## config.mk

```make
export PLATFORM = sky130hd
export DESIGN_NAME = sequential_multiplier
export DESIGN_NICKNAME = d
export VERILOG_FILES = /design/src/rtl/sequential_multiplier.sv
export SDC_FILE = /design/constraint.sdc
export NUM_CORES = 1
export LEC_CHECK = 0
export ABC_AREA = 1
export BUFFER_PORTS_ARGS = -buffer_cell sky130_fd_sc_hd__buf_2
export CAP_MARGIN = 20
export CELL_PAD_IN_SITES_DETAIL_PLACEMENT = 1
export CELL_PAD_IN_SITES_GLOBAL_PLACEMENT = 1
export CORE_MARGIN = 4
export CORE_UTILIZATION = 39
export CTS_CLUSTER_DIAMETER = 200
export DETAILED_ROUTE_END_ITERATION = 10
export PLACE_DENSITY_LB_ADDON = 0.2
export SYNTH_ARGS = -nofsm -noshare
export SYNTH_HDL_FRONTEND = slang
export SYNTH_SLANG_ARGS = --single-unit
```

## constraint.sdc

```tcl
create_clock -name clk -period 1.9 [get_ports clk]
set_input_delay 0.095 -clock clk [delete_from_list [all_inputs] [get_ports clk]]
set_output_delay 0.095 -clock clk [all_outputs]
set_load 0.03 [all_outputs]
```

## src/rtl/sequential_multiplier.sv

```systemverilog
// sequential_multiplier: unsigned shift-and-add multiplier, one multiplier bit per clock, 2l-bit product.
// Optional MUL_EARLY_EXIT_EN: finish as soon as no set multiplier bits remain.
module sequential_multiplier #(
   parameter int l = 16
) (
   input  logic           clk,
   input  logic           rst_n,
   input  logic           in_valid,
   output logic           in_ready,
   input  logic [l-1:0]   A,
   input  logic [l-1:0]   B,
   output logic           out_valid,
   input  logic           out_ready,
   output logic [2*l-1:0] Product,
   output logic           Busy
);
   localparam int CW = (l > 1) ? $clog2(l) : 1;
   typedef enum logic [1:0] {IDLE, RUN, DONE} state_t;
   state_t state;
   logic [2*l-1:0] mcand, acc, acc_nxt;
   logic [l-1:0] mplier;
   logic [CW-1:0] cnt;
   logic last;
   assign acc_nxt = mplier[0] ? acc + mcand : acc;
`ifdef MUL_EARLY_EXIT_EN
   // Nothing left to add once the shifted-out multiplier is empty.
   assign last = (cnt == CW'(l - 1)) || ((mplier >> 1) == '0);
`else
   assign last = cnt == CW'(l - 1);
`endif
   assign in_ready = state == IDLE;
   assign Busy = state == RUN;
   always_ff @(posedge clk or negedge rst_n) begin
      if (!rst_n) begin
         state <= IDLE;
         mcand <= '0;
         acc <= '0;
         mplier <= '0;
         cnt <= '0;
         Product <= '0;
         out_valid <= 1'b0;
      end else begin
         case (state)
            IDLE: if (in_valid) begin
               mcand <= {{l{1'b0}}, A};
               mplier <= B;
               acc <= '0;
               cnt <= '0;
               state <= RUN;
            end
            RUN: begin
               acc <= acc_nxt;
               mcand <= mcand << 1;
               mplier <= mplier >> 1;
               cnt <= cnt + CW'(1);
               if (last) begin
                  Product <= acc_nxt;
                  out_valid <= 1'b1;
                  state <= DONE;
               end
            end
            DONE: if (out_ready) begin
               out_valid <= 1'b0;
               state <= IDLE;
            end
            default: state <= IDLE;
         endcase
      end
   end
endmodule

```

==> run_results.csv, run 1 <==
group,metric,value,unit
critical_path,crit_top_cell,"nand2_1",
floorplan,io_pins,71,
clocking,cts-buffers-inserted,17,
sta,hold_viol_final,0,
global_route,grt_pass1_vias,8489,
critical_path,start_kind,"flip-flop",
yosys,synth-seq-cells,119,
detailed_routing,drt_iter0_markers,511,
critical_path,path_delay_family,"simple AND/OR/NAND/NOR gates",
critical_path,crit_arrival,2.48,ns
outcome,violations,"negative setup slack",
sta,post-route-period-util,114,%
floorplan,core,18800,sq um
clocking,cts_tree,"built",
yosys,synth_nets,1121,
detailed_routing,dr.pass1.iters,7,
yosys,yosys_warnings,0,
floorplan,die_y,147,um
detailed_routing,vias_per_cell,5.62,
placement,place_ws,-0.269,ns
placement,place_hpwl,18800,um
yosys,ys_types,40,
outcome,status,"finished, violations left",
final_layout,diodes,0,
final_layout,drive_above_1_share,38.0,%
placement,gp_congestion,0.884,
clocking,cts-root-buf,"clkbuf_16",
critical_path,end_kind,"flip-flop",
sta,relSlewSlack,56.9,%
clocking,clkLatencyLatePin,0.44,ns
critical_path,slowest_delay,0.45,ns
global_route,grt_pass1_wl,45500,um
sta,post-route-min-period,2.16,ns
clocking,h-tree-depth,4,
clocking,cts_buffer_depth,2,
critical_path,path_max_fanout,3,
critical_path,cp_cell_sequence,"ha_4 > buf_4 > nand2_4 > inv_1 > nand2_1 > nand2_1 > nand2_1 > nand2_2 > a21oi_2 > nand2_1 > nand2_1 > nand3_2 > nand3_2 > nand2_1",
global_route,grt.overflow.total,0,
critical_path,crit_required,2.22,ns
sta,setup_violations,53,
critical_path,slowest_stage,"dfrtp_1",
yosys,ys_seq_area_share,39.8,%
sta,rsz0062_at_grt,"yes",
detailed_routing,post_drt_wl_per_cell,22.4,um
global_route,grt_use_total,26.5,%
global_route,antenna_found_initial,0,
detailed_routing,vias,8471,
critical_path,crit_buf_inv,2,
yosys,netlist_instances,1052,
sta,setup_slack,-0.261,ns
flow_run,max_cap_viol_count,0,
detailed_routing,ant_nets,0,
clocking,clk_pin_slew_worst_paths,0.07,ns
placement,dp.cells,1425,
sta,max_freq,463,MHz
clocking,cts.sinks,119,
floorplan,start_util,39.9,%
sta,skew,0.0145,ns
placement,io_buffers,70,
floorplan,row_count,50,
final_layout,area_growth_syn_to_layout,49.2,%
final_layout,stdcell_count,1508,
detailed_routing,finalWirelength,33800,um
critical_path,worstSetupPathType,"reg -> reg",
global_route,grt_max_degree,51,
floorplan,fp.dieArea,21500,sq um
yosys,syn-cell-area,7490,sq um
sta,final_max_slew_viol_count,0,
yosys,synth_area_per_cell,7.12,sq um
detailed_routing,drc,0,
floorplan,chipWidth,147,um
sta,max_slew.worst_pin.slew,0.642,ns
hold_path,hold_class,"in -> reg",
final_layout,fin_nets,1330,
cells by family (layout without fill, tap and decap cells):
group	Yosys count	in the layout	share of synthesized area [%]
DFF	119	119	39.8
adders and majority gates	33	33	5.61
muxes	1	1	0.134
xor gates and xnor gates	14	14	1.64
and+or+nand+nor	561	561	32.4
AOI/OAI and AO/OA	116	116	9.66
buffers and inverters	208	430	10.8
flip-flops by register name, summed over array words and instances (netlist names):
name       count
out_valid      1
Product       32
mplier        16
mcand         32
cnt            4
acc           32
state          2
through the flow:
step / setup TNS [ns] / instance area [sq um] / hold slack [ns] / utilization (%)
2_1_floorplan: 0 / 7490 / -0.201 / -
3_3_place_gp: -6.39 / 8830 / 0.125 / 47.0
3_5_place_dp: -8.33 / 8830 / 0.117 / 47.0
4_1_cts: -1.57 / 10200 / 0.0648 / 54.6
5_1_grt: -10.19 / 11200 / 0.0707 / 59.6
6_report: -5.86 / 11200 / 0.0610 / 59.6
layer usage:
| metal | part of all wire [%] | track usage [%] | up-vias | wire length [um] |
|---|---|---|---|---|
| met5 | 0 | 0 | - | 0 |
| met4 | 4.4 | 7.86 | 0 | 1480 |
| li1 | - | - | 3770 | - |
| met1 | 41 | 36.1 | 4244 | 13700 |
| met2 | 50 | 44.4 | 349 | 16800 |
| met3 | 5.4 | 3.29 | 108 | 1830 |
cell usage in the layout, fill, tap and decap left out, types with 16 or more instances in the layout:
cell type	synthesis	routed
inv_2	5	18
nand3_1	116	83
nor2_2	2	18
nand2_4	2	33
inv_1	168	152
nand2_1	356	278
dlygate4sd3_1	0	33
buf_4	3	102
o21ai_0	27	18
nor2_1	42	16
dfrtp_1	119	109
nand3_2	7	32
ha_4	0	27
nand2_2	10	56
buf_2	15	69
o22ai_1	22	22
clkbuf_16	0	17
what timing repair did:
item	4_1_cts	5_1_grt
setup endpoints to repair	55	57
buffers inserted	6	13
pin swaps	18	56
hold buffers	33	0
cloned	0	0
hold endpoints to repair	68	0
gates resized for setup	94	205
synth_stat cells:
master,number,share of area (%)
dfrtp_1,119,40
inv_2,5,0.25
nand3_1,116,7.8
a31oi_1,1,0.084
ha_1,32,5.3
nor2_2,2,0.17
nand4_1,4,0.33
o21ai_0,27,1.8
nor2_8,1,0.27
buf_4,3,0.30
o21ai_2,1,0.12
nor3_2,1,0.13
nand2_4,2,0.30
nand2_2,10,0.84
nand2_1,356,18
clkinv_1,1,0.050
a22o_1,1,0.12
inv_1,168,8.4
nor2_4,1,0.15
nor3_1,2,0.13
o211ai_1,8,0.80
nand3_2,7,0.94
nor2_1,42,2.1
a21oi_1,21,1.4
o21bai_1,3,0.30
xnor2_1,8,0.94
or2_1,1,0.084
buf_1,1,0.050
o221ai_1,15,1.8
and2_1,1,0.084
fa_1,1,0.27
a22oi_1,8,0.80
or2_2,15,1.3
mux2i_1,1,0.13
xor2_1,6,0.70
o22ai_1,22,1.8
buf_2,15,1.0
clkbuf_1,15,0.75
o21ai_1,8,0.53
a21o_1,1,0.10
worst register-to-register path, cell delays in order, from the launching register on:
cell and delay [ns]:
dfrtp_1 0.45, ha_4 0.30, buf_4 0.17, nand2_4 0.10, inv_1 0.07, nand2_1 0.09
nand2_1 0.08, nand2_1 0.11, nand2_2 0.10, a21oi_2 0.17, nand2_1 0.06, nand2_1 0.08
nand3_2 0.10, nand3_2 0.09, nand2_1 0.08
final timing paths:
path	endpoint	slack, ns	startpoint	cells after the start
setup / recovery	Product[28]	-0.26	acc[14]	14
hold / removal	cnt[3]	0.06	in_valid	4
setup reg to reg	Product[28]	-0.26	acc[14]	14
hold reg to reg	Product[16]	0.47	Product[16]	2
max in group asynchronous	mcand[14]	1.03	rst_n	3
min in group asynchronous	Product[10]	0.19	rst_n	2
layout make-up:
class	count	area (sq um)
timing repair buffer	224	1720
sequential	119	2990
tap	234	293
clock buffer	18	439
multi-input combinational	725	4910
fill	2251	7590
inverter	174	661
clock inverter	14	165
Power of run 1 is not shown: default switching activity piles up to over one toggle a cycle in this logic, so the estimate is an artifact.
==> run 2, diff against run 1 <==
- SETUP_SLACK_MARGIN: not set -> 0.5
==> run 2 against run 1 <==
Compared with the run above:
- the run still ends with negative setup slack left
- sequential cell count is the same
- critical endpoint is now acc[27]
- die area is the same
- register-to-register slack lost 0.20 ns
- core utilization grew 8.4 points
- highest routed layer unchanged
- routed wire length grew 50%
- global-route usage grew 4.9 points
- setup slack lost 0.20 ns
==> run_results.csv, run 2 (synthesis gave the netlist of run 1 again) <==
group,metric,value,unit
final_layout,mostFrequentLayoutCell,"nand2_1",
sta,final_max_slew_viol_count,0,
critical_path,start_kind,"flip-flop",
clocking,cts_tree,"built",
floorplan,row_count,50,
critical_path,worstSetupPathType,"reg -> reg",
critical_path,reg2reg_depth,13,
sta,max_freq,424,MHz
floorplan,chipWidth,147,um
final_layout,area_growth_syn_to_layout,70.3,%
sta,rsz0062_at_grt,"yes",
critical_path,path_max_fanout,3,
detailed_routing,vias_per_cell,6.63,
sta,setup_violations,58,
critical_path,crit_arrival,2.72,ns
sta,post-route-period-util,124,%
sta,setup_slack,-0.460,ns
global_route,grt_pass1_vias,9305,
detailed_routing,vias,10200,
sta,post-route-min-period,2.36,ns
critical_path,timing.rr.start,"acc[26]",
global_route,grt_max_degree,120,
clocking,h-tree-depth,4,
floorplan,core,18800,sq um
final_layout,fin_nets,1356,
floorplan,die_y,147,um
critical_path,startpoint,"acc[26]",
placement,place_hpwl,18400,um
floorplan,start_util,39.9,%
final_layout,final_cell_mix,"nand2_1, inv_1, dfrtp_1, nand2_2, buf_4",
final_layout,reg_top3,"Product x32, acc x32, mcand x32",
critical_path,crit_end,"acc[27]",
global_route,grt_use_total,31.4,%
final_layout,fillers,2080,
detailed_routing,drt_iter0_markers,1195,
placement,gp_congestion,0.864,
global_route,grt.overflow.total,0,
critical_path,end_kind,"flip-flop",
outcome,status,"finished, violations left",
detailed_routing,post_drt_wl_per_cell,33.1,um
hold_path,hold_class,"in -> reg",
sta,max_slew.worst_pin.slew,0.712,ns
clocking,cts_buffer_depth,2,
critical_path,reg2reg_slack,-0.46,ns
detailed_routing,dr.pass1.iters,5,
placement,io_buffers,70,
detailed_routing,ant_nets,0,
clocking,cts.sinks,119,
sta,finalSetupTns,-13.20,ns
clocking,cts-root-buf,"clkbuf_16",
critical_path,crit_required,2.26,ns
global_route,antenna_found_initial,0,
critical_path,r2r-end,"acc[27]",
clocking,clkLatencyLatePin,0.48,ns
detailed_routing,drc,0,
final_layout,drive_above_1_share,50.5,%
outcome,violations,"negative setup slack",
clocking,cts-buffers-inserted,17,
flow_run,max_cap_viol_count,0,
detailed_routing,finalWirelength,50700,um
floorplan,io_pins,71,
global_route,grt_pass1_wl,52800,um
sta,hold_viol_final,0,
floorplan,fp.dieArea,21500,sq um
clocking,clk_pin_slew_worst_paths,0.09,ns
final_layout,diodes,0,
sta,relSlewSlack,52.5,%
sta,skew,0.0352,ns
run 2: worst min path at each step:
stage | endpoint | cells past startpoint | startpoint | slack [ns]
2_1_floorplan | Product[0] | 0 | rst_n | -0.20
3_3_place_gp | mplier[13] | 2 | rst_n | 0.26
3_5_place_dp | mplier[13] | 2 | rst_n | 0.25
4_1_cts | mcand[2] | 3 | A[2] | 0.01
5_1_grt | mcand[10] | 3 | A[10] | -0.01
6_report | mcand[10] | 3 | A[10] | 0.02
run 2: worst max-delay path: stages, from the launching register on:
cell and delay [ns]:
dfrtp_1 0.55, ha_4 0.28, nand2_1 0.13, inv_1 0.08
nand2_1 0.11, nand2_1 0.11, inv_1 0.08, nand2_1 0.08
a21oi_2 0.23, nand2_1 0.13, nand2_1 0.11, nand3_1 0.16
nand3_1 0.12, nand2_1 0.09
run 2: cell type report:
class	count	area (sq um)	area share, %
timing repair buffer	248	2360	18.5
clock buffer	18	429	3.36
sequential	119	3000	23.5
clock inverter	14	165	1.29
tap	234	293	2.30
timing repair inverter	2	27.5	0.216
inverter	174	708	5.55
multi-input combinational	725	5780	45.3
run 2: through the flow:
step,area (sq um),hold WS [ns],util [%],setup WS [ns],cells
final,12800,0.0233,68.0,-0.460,1534
after global routing,12800,-0.0103,68.0,-0.438,1534
after CTS,10900,0.0125,58.1,-0.0501,1483
after detailed placement,8950,0.254,47.7,-0.144,1389
after global placement,8950,0.258,47.7,-0.114,1389
after floorplan,7920,-0.201,-,0.136,1052
run 2: per-layer routing:
layer,global-route usage (%),share of wire [%]
met1,39.6,35
met2,53.9,44
met3,5.00,12
met4,12.7,9.0
met5,0,0
run 2: repair_timing:
| action | in CTS | in global routing |
|---|---|---|
| cloned | 5 | 10 |
| setup endpoints to repair | 103 | 116 |
| buffers inserted | 28 | 40 |
| hold buffers | 29 | 1 |
| hold endpoints to repair | 148 | 1 |
| resized for setup | 202 | 306 |
| pin swaps | 44 | 98 |
Power of run 2 is left out for the same reason.
